### config.mk
export PLATFORM = sky130hd
export DESIGN_NAME = word_serializer
export DESIGN_NICKNAME = d
export VERILOG_FILES = /design/src/rtl/ser_pkg.sv /design/src/rtl/piso_shift_reg.sv /design/src/rtl/word_serializer.sv
export SDC_FILE = /design/constraint.sdc
export NUM_CORES = 1
export LEC_CHECK = 0
export ABC_AREA = 1
export BUFFER_PORTS_ARGS = -buffer_cell sky130_fd_sc_hd__buf_2
export CAP_MARGIN = 20
export CORE_UTILIZATION = 51
export CTS_CLUSTER_DIAMETER = 100
export DETAILED_ROUTE_END_ITERATION = 6
export GPL_TIMING_DRIVEN = 1
export PLACE_DENSITY = 0.75
export SYNTH_ARGS = -nofsm -noshare
export SYNTH_HDL_FRONTEND = slang
export SYNTH_HIERARCHICAL = 1
export SYNTH_SLANG_ARGS = --single-unit
### constraint.sdc
create_clock -name clk -period 1.1 [get_ports clk]
set_input_delay 0.055 -clock clk [delete_from_list [all_inputs] [get_ports clk]]
set_output_delay 0.055 -clock clk [all_outputs]
set_load 0.02 [all_outputs]
### src/rtl/ser_pkg.sv
// Shared definitions for the word serializer: state encoding, shift order
// constants and the counter-width helper.
package ser_pkg;

  typedef enum logic {
    IDLE  = 1'b0,
    SHIFT = 1'b1
  } state_e;

  localparam bit LSB_FIRST       = 1'b0;
  localparam bit MSB_FIRST_ORDER = 1'b1;

  // Smallest r with 2**r >= value; constant-foldable for parameter use.
  function automatic int clog2(input int value);
    int r;
    r = 0;
    for (int i = 0; i < 31; i++) begin
      if ((1 << i) < value) r = i + 1;
    end
    return r;
  endfunction

endpackage

### src/rtl/piso_shift_reg.sv
// Parallel-load, zero-fill shift register; bit_o is the end that leaves first.
module piso_shift_reg
  import ser_pkg::*;
#(
  parameter int WIDTH     = 8,
  parameter bit MSB_FIRST = LSB_FIRST
) (
  input  logic             clk,
  input  logic             rst,
  input  logic             load_i,
  input  logic             shift_i,
  input  logic [WIDTH-1:0] data_i,
  output logic [WIDTH-1:0] data_o,
  output logic             bit_o
);

  logic [WIDTH-1:0] shreg_q;
  logic [WIDTH-1:0] shreg_d;

  always_comb begin
    shreg_d = shreg_q;
    if (load_i) begin
      shreg_d = data_i;
    end else if (shift_i) begin
      if (MSB_FIRST == MSB_FIRST_ORDER) shreg_d = shreg_q << 1;
      else                              shreg_d = shreg_q >> 1;
    end
  end

  always_ff @(posedge clk) begin
    if (rst) shreg_q <= '0;
    else     shreg_q <= shreg_d;
  end

  assign data_o = shreg_q;
  assign bit_o  = (MSB_FIRST == MSB_FIRST_ORDER) ? shreg_q[WIDTH-1] : shreg_q[0];

endmodule

### src/rtl/word_serializer.sv
// Word-to-bitstream unloader: load/ready word handshake in, valid/ready
// serial stream out, with ser_last flagging the final bit of each word.
//
// state | meaning
// IDLE  | ready for a word, no serial output
// SHIFT | presenting one bit per beat until the last bit is accepted
module word_serializer
  import ser_pkg::*;
#(
  parameter int WIDTH     = 8,
  parameter bit MSB_FIRST = 1'b0
) (
  input  logic             clk,
  input  logic             rst,
  input  logic [WIDTH-1:0] data_in_i,
  input  logic             load_i,
  output logic             ready_o,
  output logic             ser_out_o,
  output logic             ser_valid_o,
  input  logic             ser_ready_i,
  output logic             ser_last_o
);

  localparam int            CW       = clog2(WIDTH);
  localparam logic [CW-1:0] LAST_CNT = CW'(WIDTH - 1);

  state_e        state_q;
  logic [CW-1:0] cnt_q;
  logic [CW-1:0] cnt_d;
  logic          ready_q;
  logic          valid_q;
  logic          last_q;
  logic          accept;
  logic          beat;
  logic [WIDTH-1:0] unused_shreg;

  assign accept = ready_q & load_i;
  assign beat   = valid_q & ser_ready_i;
  assign cnt_d  = cnt_q + CW'(1);

  // Handshake flags are registered alongside the state so no output sees
  // load_i or ser_ready_i combinationally.
  always_ff @(posedge clk) begin
    if (rst) begin
      state_q <= IDLE;
      cnt_q   <= '0;
      ready_q <= 1'b1;
      valid_q <= 1'b0;
      last_q  <= 1'b0;
    end else begin
      case (state_q)
        IDLE: begin
          if (accept) begin
            state_q <= SHIFT;
            cnt_q   <= '0;
            ready_q <= 1'b0;
            valid_q <= 1'b1;
            last_q  <= 1'b0;
          end
        end
        SHIFT: begin
          if (beat) begin
            if (last_q) begin
              state_q <= IDLE;
              cnt_q   <= '0;
              ready_q <= 1'b1;
              valid_q <= 1'b0;
              last_q  <= 1'b0;
            end else begin
              cnt_q  <= cnt_d;
              last_q <= (cnt_d == LAST_CNT);
            end
          end
        end
        default: begin
          state_q <= IDLE;
          ready_q <= 1'b1;
          valid_q <= 1'b0;
          last_q  <= 1'b0;
        end
      endcase
    end
  end

  piso_shift_reg #(
    .WIDTH     (WIDTH),
    .MSB_FIRST (MSB_FIRST)
  ) u_shreg (
    .clk     (clk),
    .rst     (rst),
    .load_i  (accept),
    .shift_i (beat),
    .data_i  (data_in_i),
    .data_o  (unused_shreg),
    .bit_o   (ser_out_o)
  );

  assign ready_o     = ready_q;
  assign ser_valid_o = valid_q;
  assign ser_last_o  = last_q;

endmodule

==> flow_metrics.py <==
metrics = {
    "worst_hold_path": {
        "hp-class": "in -> reg",
        "hp-start": "data_in_i[7]",
        "hold-path-cell-count": 3,
    },
    "worst_setup_path": {
        "required_ps": 1310,
        "cp_max_fo": 3,
        "critPathKind": "reg -> reg",
        "crit_path_end_kind": "flop",
        "critPathArrivalTime_ps": 1270,
        "cp-startpoint": "cnt_q[0]",
        "start_kind": "flop",
        "worstReg2RegStart": "cnt_q[0]",
        "worstRegToRegCells": 6,
    },
    "place": {
        "dp_hpwl_um": 1030,
        "placed_cell_area_sq_um": 856,
        "dpl_worst_slack_ps": 38.3,
        "port-buffer-count": 15,
        "place.gp.congestion": 0.751,
    },
    "power_and_ir_drop": {
        "p_leak_uw": 0.000467,
        "ir_worst_vdd_uv": 721,
        "power_density_nw_per_um2": 1240,
        "fin_total_pwr_uw": 1120,
    },
    "sta": {
        "worst_hold_slack_ps": 41.5,
        "fin_ws_ps": 42.8,
        "hold_violations": 0,
        "fin_skew_ps": 0.850,
        "slew_headroom_pct": 85.7,
        "fmax_ghz": 0.946,
        "setup_viol": 0,
        "period_minus_slack_ps": 1060,
        "report.final.slew_viol_count": 0,
        "worst_pin_slew_ps": 215,
        "finalCritPeriodShare_pct": 96.1,
    },
    "die": {
        "initial_core_util_pct": 55.7,
        "die_w_um": 40.2,
        "rows": 13,
        "design.die.area_sq_um": 1610,
        "io_pins": 16,
        "die_h_um": 40.2,
        "core_sq_um": 1330,
    },
    "cells_and_area": {
        "final_area_sq_um": 898,
        "final_core_util_pct": 67.4,
        "fill_cells": 130,
        "antenna_cells": 0,
        "drive_above_1_share_pct": 27.0,
        "syn_to_final_growth_pct": 20.9,
        "nets": 141,
    },
    "clock_network": {
        "numCtsBuffers": 3,
        "cts_buffer_depth": 2,
        "cts_max_level": 1,
        "insertion_delay_ps": 270,
        "path_clk_slew_ps": 90,
        "root_buffer": "clkbuf_4",
        "cts.sinks": 15,
        "cts_tree": "built",
    },
    "grt": {
        "grt_max_degree": 12,
        "first_global_vias": 528,
        "grt_pass1_wl_um": 2070,
        "grt_use_total_pct": 19.6,
        "grt.overflow.total": 0,
        "antenna_found_initial": 0,
    },
    "detailed_routing": {
        "dr.pass1.iters": 4,
        "postRouteAntennaNets": 0,
        "dr.first_iter.drc_count": 14,
        "avgViaCountPerCell": 5.03,
        "vias": 709,
        "wl_per_cell_um": 9.82,
        "routed_wl_um": 1390,
        "drc_errors": 0,
    },
    "synthesis": {
        "ys_warn_count": 6,
        "syn_inst": 105,
        "netlist_area_sq_um": 743,
        "syn_nets": 119,
        "syn_avg_cell_area_sq_um": 7.08,
    },
    "outcome": {
        "run_status": "completed",
    },
    "job": {
        "maxCapViolCount": 0,
    },
}
routing by layer:
metal / wire length, um / part of all wire, % / GRT usage (%)
met4: 15 / 1.1 / 10.8
met3: 97 / 7.0 / 3.33
met5: 0 / 0 / 0
met2: 689 / 50 / 36.7
met1: 582 / 42 / 20.4
timing repair:
item                       CTS  global route
buffers inserted             0             1
hold buffers                 0             0
resized for setup            0             4
setup endpoints to repair    0            10
cells in the final DEF (no fill, tap or decap), types with 2 or more instances in the layout:
cell and instances:
nand2_1 38, inv_1 15, buf_2 15, dfxtp_1 12, a21oi_1 11, nand3_1 8, nor2_1 3, clkbuf_4 3
dfxtp_2 3, buf_4 3, ha_1 2
through the flow:
stage	std cells	TNS (ps)
4_1_cts	140	0
6_report	141	0
3_5_place_dp	136	0
3_3_place_gp	136	0
2_1_floorplan	105	0
5_1_grt	141	-2.13
state kept, by name (all words and copies together) (netlist names):
name and count:
cnt_q 3, ready_o 1, state_q 1, u_shreg/data_o 8, ser_valid_o 1, ser_last_o 1
area by class of cell:
| type | instances | area [sq um] | share of cell area (%) |
|---|---|---|---|
| Tap cell | 15 | 18.8 | 2.09 |
| Multi-Input combinational cell | 71 | 365 | 40.7 |
| Clock buffer | 4 | 26.3 | 2.92 |
| Inverter | 17 | 66.3 | 7.38 |
| Sequential cell | 15 | 304 | 33.8 |
| Timing Repair Buffer | 19 | 118 | 13.1 |
power breakdown:
group	switching (uW)	total (uW)	leakage [uW]	internal, uW
Combinational	122	211	0.000328	88.8
Clock	165	305	0.0000150	140
Sequential	19.8	600	0.000124	580
Total	306	1120	0.000467	810
critical path, cell delays in order (launching register included):
cell and delay [ps]:
dfxtp_2 340, ha_1 200, nand2_1 70, inv_1 40
nor2_2 110, nand3_1 110, a21oi_2 120
final timing paths:
path / to / slack, ps
setup / recovery: ser_last_o / 40
hold / removal: u_shreg/data_o[7] / 40
setup reg to reg: ser_last_o / 40
hold reg to reg: u_shreg/data_o[7] / 470
No activity file was read; power rests on OpenSTA's default activity.
